--- src/rtl/serial_frame_rx.sv ---
// Serial frame receiver: start bit, N data bits LSB-first, optional even parity, stop bit.
// Delivers each good frame into a one-deep output register with a valid/ready handshake.
module serial_frame_rx #(
    parameter int N         = 5,
    parameter int PARITY_EN = 1
) (
    input  logic         clk,
    input  logic         rst,
    input  logic         sin,
    input  logic         sin_en,
    input  logic         ready,
    output logic [N-1:0] q,
    output logic         valid,
    output logic         par_err,
    output logic         frame_err,
    output logic         overrun,
    output logic         busy,
    output logic [7:0]   frame_cnt
);

    localparam int CW = $clog2(N + 1);

    typedef enum logic [1:0] {
        IDLE,
        DATA,
        PARITY,
        STOP
    } state_e;

    state_e         state_q;
    logic [CW-1:0]  bitCnt_q;
    logic [N-1:0]   shreg_q;
    logic           parBit_q;
    logic [N-1:0]   word_q;
    logic           valid_q;
    logic           parErr_q;
    logic           frameErr_q;
    logic           overrun_q;
    logic [7:0]     frameCnt_q;
    logic           parityFail;

    // Even parity over data plus parity bit must be zero; without a parity bit nothing can fail.
    always_comb begin
        parityFail = 1'b0;
        if (PARITY_EN != 0) begin
            parityFail = (^shreg_q) ^ parBit_q;
        end
    end

    always_ff @(posedge clk or negedge rst) begin
        if (!rst) begin
            state_q    <= IDLE;
            bitCnt_q   <= '0;
            shreg_q    <= '0;
            parBit_q   <= 1'b0;
            word_q     <= '0;
            valid_q    <= 1'b0;
            parErr_q   <= 1'b0;
            frameErr_q <= 1'b0;
            overrun_q  <= 1'b0;
            frameCnt_q <= '0;
        end else begin
            frameErr_q <= 1'b0;
            overrun_q  <= 1'b0;
            // Handshake may retire the word on any edge; a stop-bit load below overrides it.
            if (valid_q && ready) begin
                valid_q <= 1'b0;
            end
            if (sin_en) begin
                case (state_q)
                    IDLE: begin
                        if (!sin) begin
                            bitCnt_q <= '0;
                            state_q  <= DATA;
                        end
                    end
                    DATA: begin
                        shreg_q  <= {sin, shreg_q[N-1:1]};
                        bitCnt_q <= bitCnt_q + CW'(1);
                        if (bitCnt_q == CW'(N - 1)) begin
                            state_q <= (PARITY_EN != 0) ? PARITY : STOP;
                        end
                    end
                    PARITY: begin
                        parBit_q <= sin;
                        state_q  <= STOP;
                    end
                    STOP: begin
                        if (!sin) begin
                            frameErr_q <= 1'b1;
                        end else if (!valid_q || ready) begin
                            word_q     <= shreg_q;
                            valid_q    <= 1'b1;
                            parErr_q   <= parityFail;
                            frameCnt_q <= frameCnt_q + 8'd1;
                        end else begin
                            overrun_q <= 1'b1;
                        end
                        state_q <= IDLE;
                    end
                    default: state_q <= IDLE;
                endcase
            end
        end
    end

    assign q         = word_q;
    assign valid     = valid_q;
    assign par_err   = parErr_q;
    assign frame_err = frameErr_q;
    assign overrun   = overrun_q;
    assign busy      = (state_q != IDLE);
    assign frame_cnt = frameCnt_q;

endmodule

--- config.mk ---
export PLATFORM = sky130hd
export DESIGN_NAME = serial_frame_rx
export DESIGN_NICKNAME = d
export VERILOG_FILES = /design/src/rtl/serial_frame_rx.sv
export SDC_FILE = /design/constraint.sdc
export NUM_CORES = 1
export LEC_CHECK = 0
export CAP_MARGIN = 5
export CORE_ASPECT_RATIO = 1.2
export CORE_MARGIN = 2
export CORE_UTILIZATION = 35
export DETAILED_ROUTE_END_ITERATION = 12
export PLACE_DENSITY_LB_ADDON = 0.3
export SKIP_CTS_REPAIR_TIMING = 1
export SLEW_MARGIN = 30
export SYNTH_ARGS = -nofsm -noshare
export SYNTH_HDL_FRONTEND = slang
export SYNTH_SLANG_ARGS = --single-unit
--- constraint.sdc ---
create_clock -name clk -period 1.8 [get_ports clk]
set_clock_uncertainty 0.1 [all_clocks]
set_input_delay 0.18 -clock clk [delete_from_list [all_inputs] [get_ports clk]]
set_output_delay 0.18 -clock clk [all_outputs]
set_load 0.005 [all_outputs]
==> flow_metrics.env <==
export IMPL_run_status="finished clean"
export IMPL_slew_headroom=0.6473
export IMPL_fp_dieW_um=61.94
export IMPL_hold_ws_ns=0.1780
export IMPL_p_clk_frac=0.173
export IMPL_antenna_found_initial=0
export IMPL_chipHeight_um=73.53
export IMPL_p_comb_frac=0.441
export IMPL_start_util=0.3606
export IMPL_seq_power_share=0.386
export IMPL_period_share=0.9538
export IMPL_synth_seq_area_share=0.4969
export IMPL_cts_sinks=28
export IMPL_clk_latency_ns=0.27
export IMPL_vias_per_cell=4.811
export IMPL_power_total_mw=2.836
export IMPL_clock_fmax_mhz=582.5
export IMPL_worstMarginPinSlew_ns=0.5267
export IMPL_hold_viol_final=0
export IMPL_ys_types=35
export IMPL_avgSynthCellArea_um2=12.70
export IMPL_synthToLayoutAreaGrowth_pct=29.28
export IMPL_setup_ws_ns=0.08324
export IMPL_instances_no_fill=196
export IMPL_end_kind="flop"
export IMPL_synth_area_leaders="dfrtp_1, mux2_2, ha_1"
export IMPL_synthArstFlopShare=1.000
export IMPL_ios=23
export IMPL_final_area_um2=1823
export IMPL_gp_congestion=0.7230
export IMPL_wl_per_cell_um=12.76
export IMPL_place_area_um2=1712
export IMPL_yosysTopAreaCell="dfrtp_1"
export IMPL_cts_buffers=3
export IMPL_ys_seq_elements=28
export IMPL_setup_viol=0
export IMPL_std_cell_rows=25
export IMPL_drv_slew=0
export IMPL_ir_drop_mv=0.7275
export IMPL_clk_pin_slew_ns=0.09
export IMPL_worstPathRequired_ns=1.86
export IMPL_pwr_density_cell_nw_per_um2=1556
export IMPL_synth_most_common_cell="dfrtp_1"
export IMPL_hold_class="input port to asynchronous set/reset pin"
export IMPL_synth_top_cell_area_share=0.4969
export IMPL_grt_use_total=0.1294
export IMPL_critical_path_class="flop to flop"
export IMPL_grt_pass1_vias=916
export IMPL_syn_nets=123
export IMPL_antenna_left=0
export IMPL_ys_warn_count=0
export IMPL_drt_wl_total_mm=2.501
export IMPL_switching_share=0.3166
export IMPL_drt_first_iter_violations=23
export IMPL_rsz0062_at_grt="false"
export IMPL_vias=943
export IMPL_ys_top_cells_by_count="dfrtp_1, mux2_2"
export IMPL_cts_root_buf="clkbuf_8"
export IMPL_worstPathArrival_ns=1.78
export IMPL_clockBufferDepth=2
export IMPL_h_tree_depth=1
export IMPL_dp_cells=189
export IMPL_tns_ns=0
export IMPL_setup_worst_path_start_class="flop"
export IMPL_grt_max_degree=29
export IMPL_dpl_hpwl_mm=1.891
export IMPL_cts_tree="built"
export IMPL_synth_main_ff_cell="dfrtp_1"
export IMPL_synth_area_um2=1410
export IMPL_maxCapViolCount=0
export IMPL_leakagePower_nw=0.8141
export IMPL_internal_power_mw=1.938
export IMPL_p_switching_mw=0.8978
export IMPL_drc=0
export IMPL_fin_util=0.4662
export IMPL_grt_overflow_total=0
export IMPL_pre_cts_slack_ns=-0.1797
export IMPL_grt_pass1_wl_mm=4.305
export IMPL_io_buffers=22
export IMPL_antennaDiodeCount=0
export IMPL_period_minus_slack_ns=1.717
export IMPL_die_area_um2=4554
export IMPL_core_area_um2=3910
export IMPL_layout_nets=155
export IMPL_synth_edf_count=0
export IMPL_first_pass_iters=4
export IMPL_drive_gt1_frac=0.2394
export IMPL_path_max_fanout=7
export IMPL_synthCells=111
## cell type report
class	count	area, um2
inverters	7	26.28
clock buffers	3	41.29
clock inverters	1	30.03
repair buffers	30	282.8
multi-input cells	73	674.4
flip-flops and latches	28	700.7
well taps	54	67.56
fillers	352	2087
## kinds of logic after synthesis
group	synth area share
AND/OR/NAND/NOR	0.1509
flip-flops	0.4969
multiplexers	0.1189
adder cells (fa/ha/maj)	0.06211
XOR/XNOR	0.08341
AO/OA/AOI/OAI	0.05236
buffers and inverters	0.03549
## per-layer routing
layer / part of all wire / vias to the layer above / GRT usage
met3: 0.038 / 4 / 0.02113
met5: 0 / - / 0
met2: 0.52 / 16 / 0.2118
li1: - / 448 / -
met4: 0.014 / 0 / 0.04965
met1: 0.43 / 475 / 0.1676
## flip-flops by register name, summed over array words and instances (netlist names), 2 cells and up
name / count
frame_cnt: 8
q: 5
shreg_q: 5
bitCnt_q: 3
state_q: 2
## cell usage in the layout, fill, tap and decap left out, types with 2 or more instances in the layout
cell type	n
buf_4	8
nor2_1	3
xnor2_1	2
inv_1	6
a21oi_1	2
nor3_1	3
mux2_1	5
nor4_2	4
nand3_1	2
nand4_1	2
dfrtp_1	28
xor2_1	7
clkbuf_8	3
nand2b_1	3
ha_1	6
mux2_2	9
nand2_1	7
clkdlybuf4s50_1	21
## path summary, 6_finish.rpt
kind,start,to,slack (ns),depth (start not counted)
setup / recovery,state_q[0]$_DFFE_PN0P_,bitCnt_q[2]$_DFFE_PN0P_,0.08,5
hold / removal,rst,q[0]$_DFFE_PN0P_,0.18,2
setup reg to reg,state_q[0]$_DFFE_PN0P_,bitCnt_q[2]$_DFFE_PN0P_,0.08,5
hold reg to reg,frame_cnt[7]$_DFFE_PN0P_,frame_cnt[7]$_DFFE_PN0P_,0.37,1
max in group asynchronous,rst,frame_cnt[4]$_DFFE_PN0P_,1.16,2
min in group clk,frame_cnt[7]$_DFFE_PN0P_,frame_cnt[7]$_DFFE_PN0P_,0.37,1
## critical path, cell delays in order (launching register included)
cell,delay [ns]
dfrtp_1,0.41
buf_4,0.14
ha_1,0.29
nand2_2,0.18
o22ai_1,0.12
a221o_1,0.36
## power groups by stage
stage	sequential (mW)	clock, mW	combinational (mW)
floorplan	1.06	0	0.758
global placement	1.10	0	1.14
detailed placement	1.11	0	1.18
CTS	1.10	0.495	1.18
global route	1.14	0.535	1.38
finish	1.09	0.491	1.25
Power figures use the tool's default switching activity.
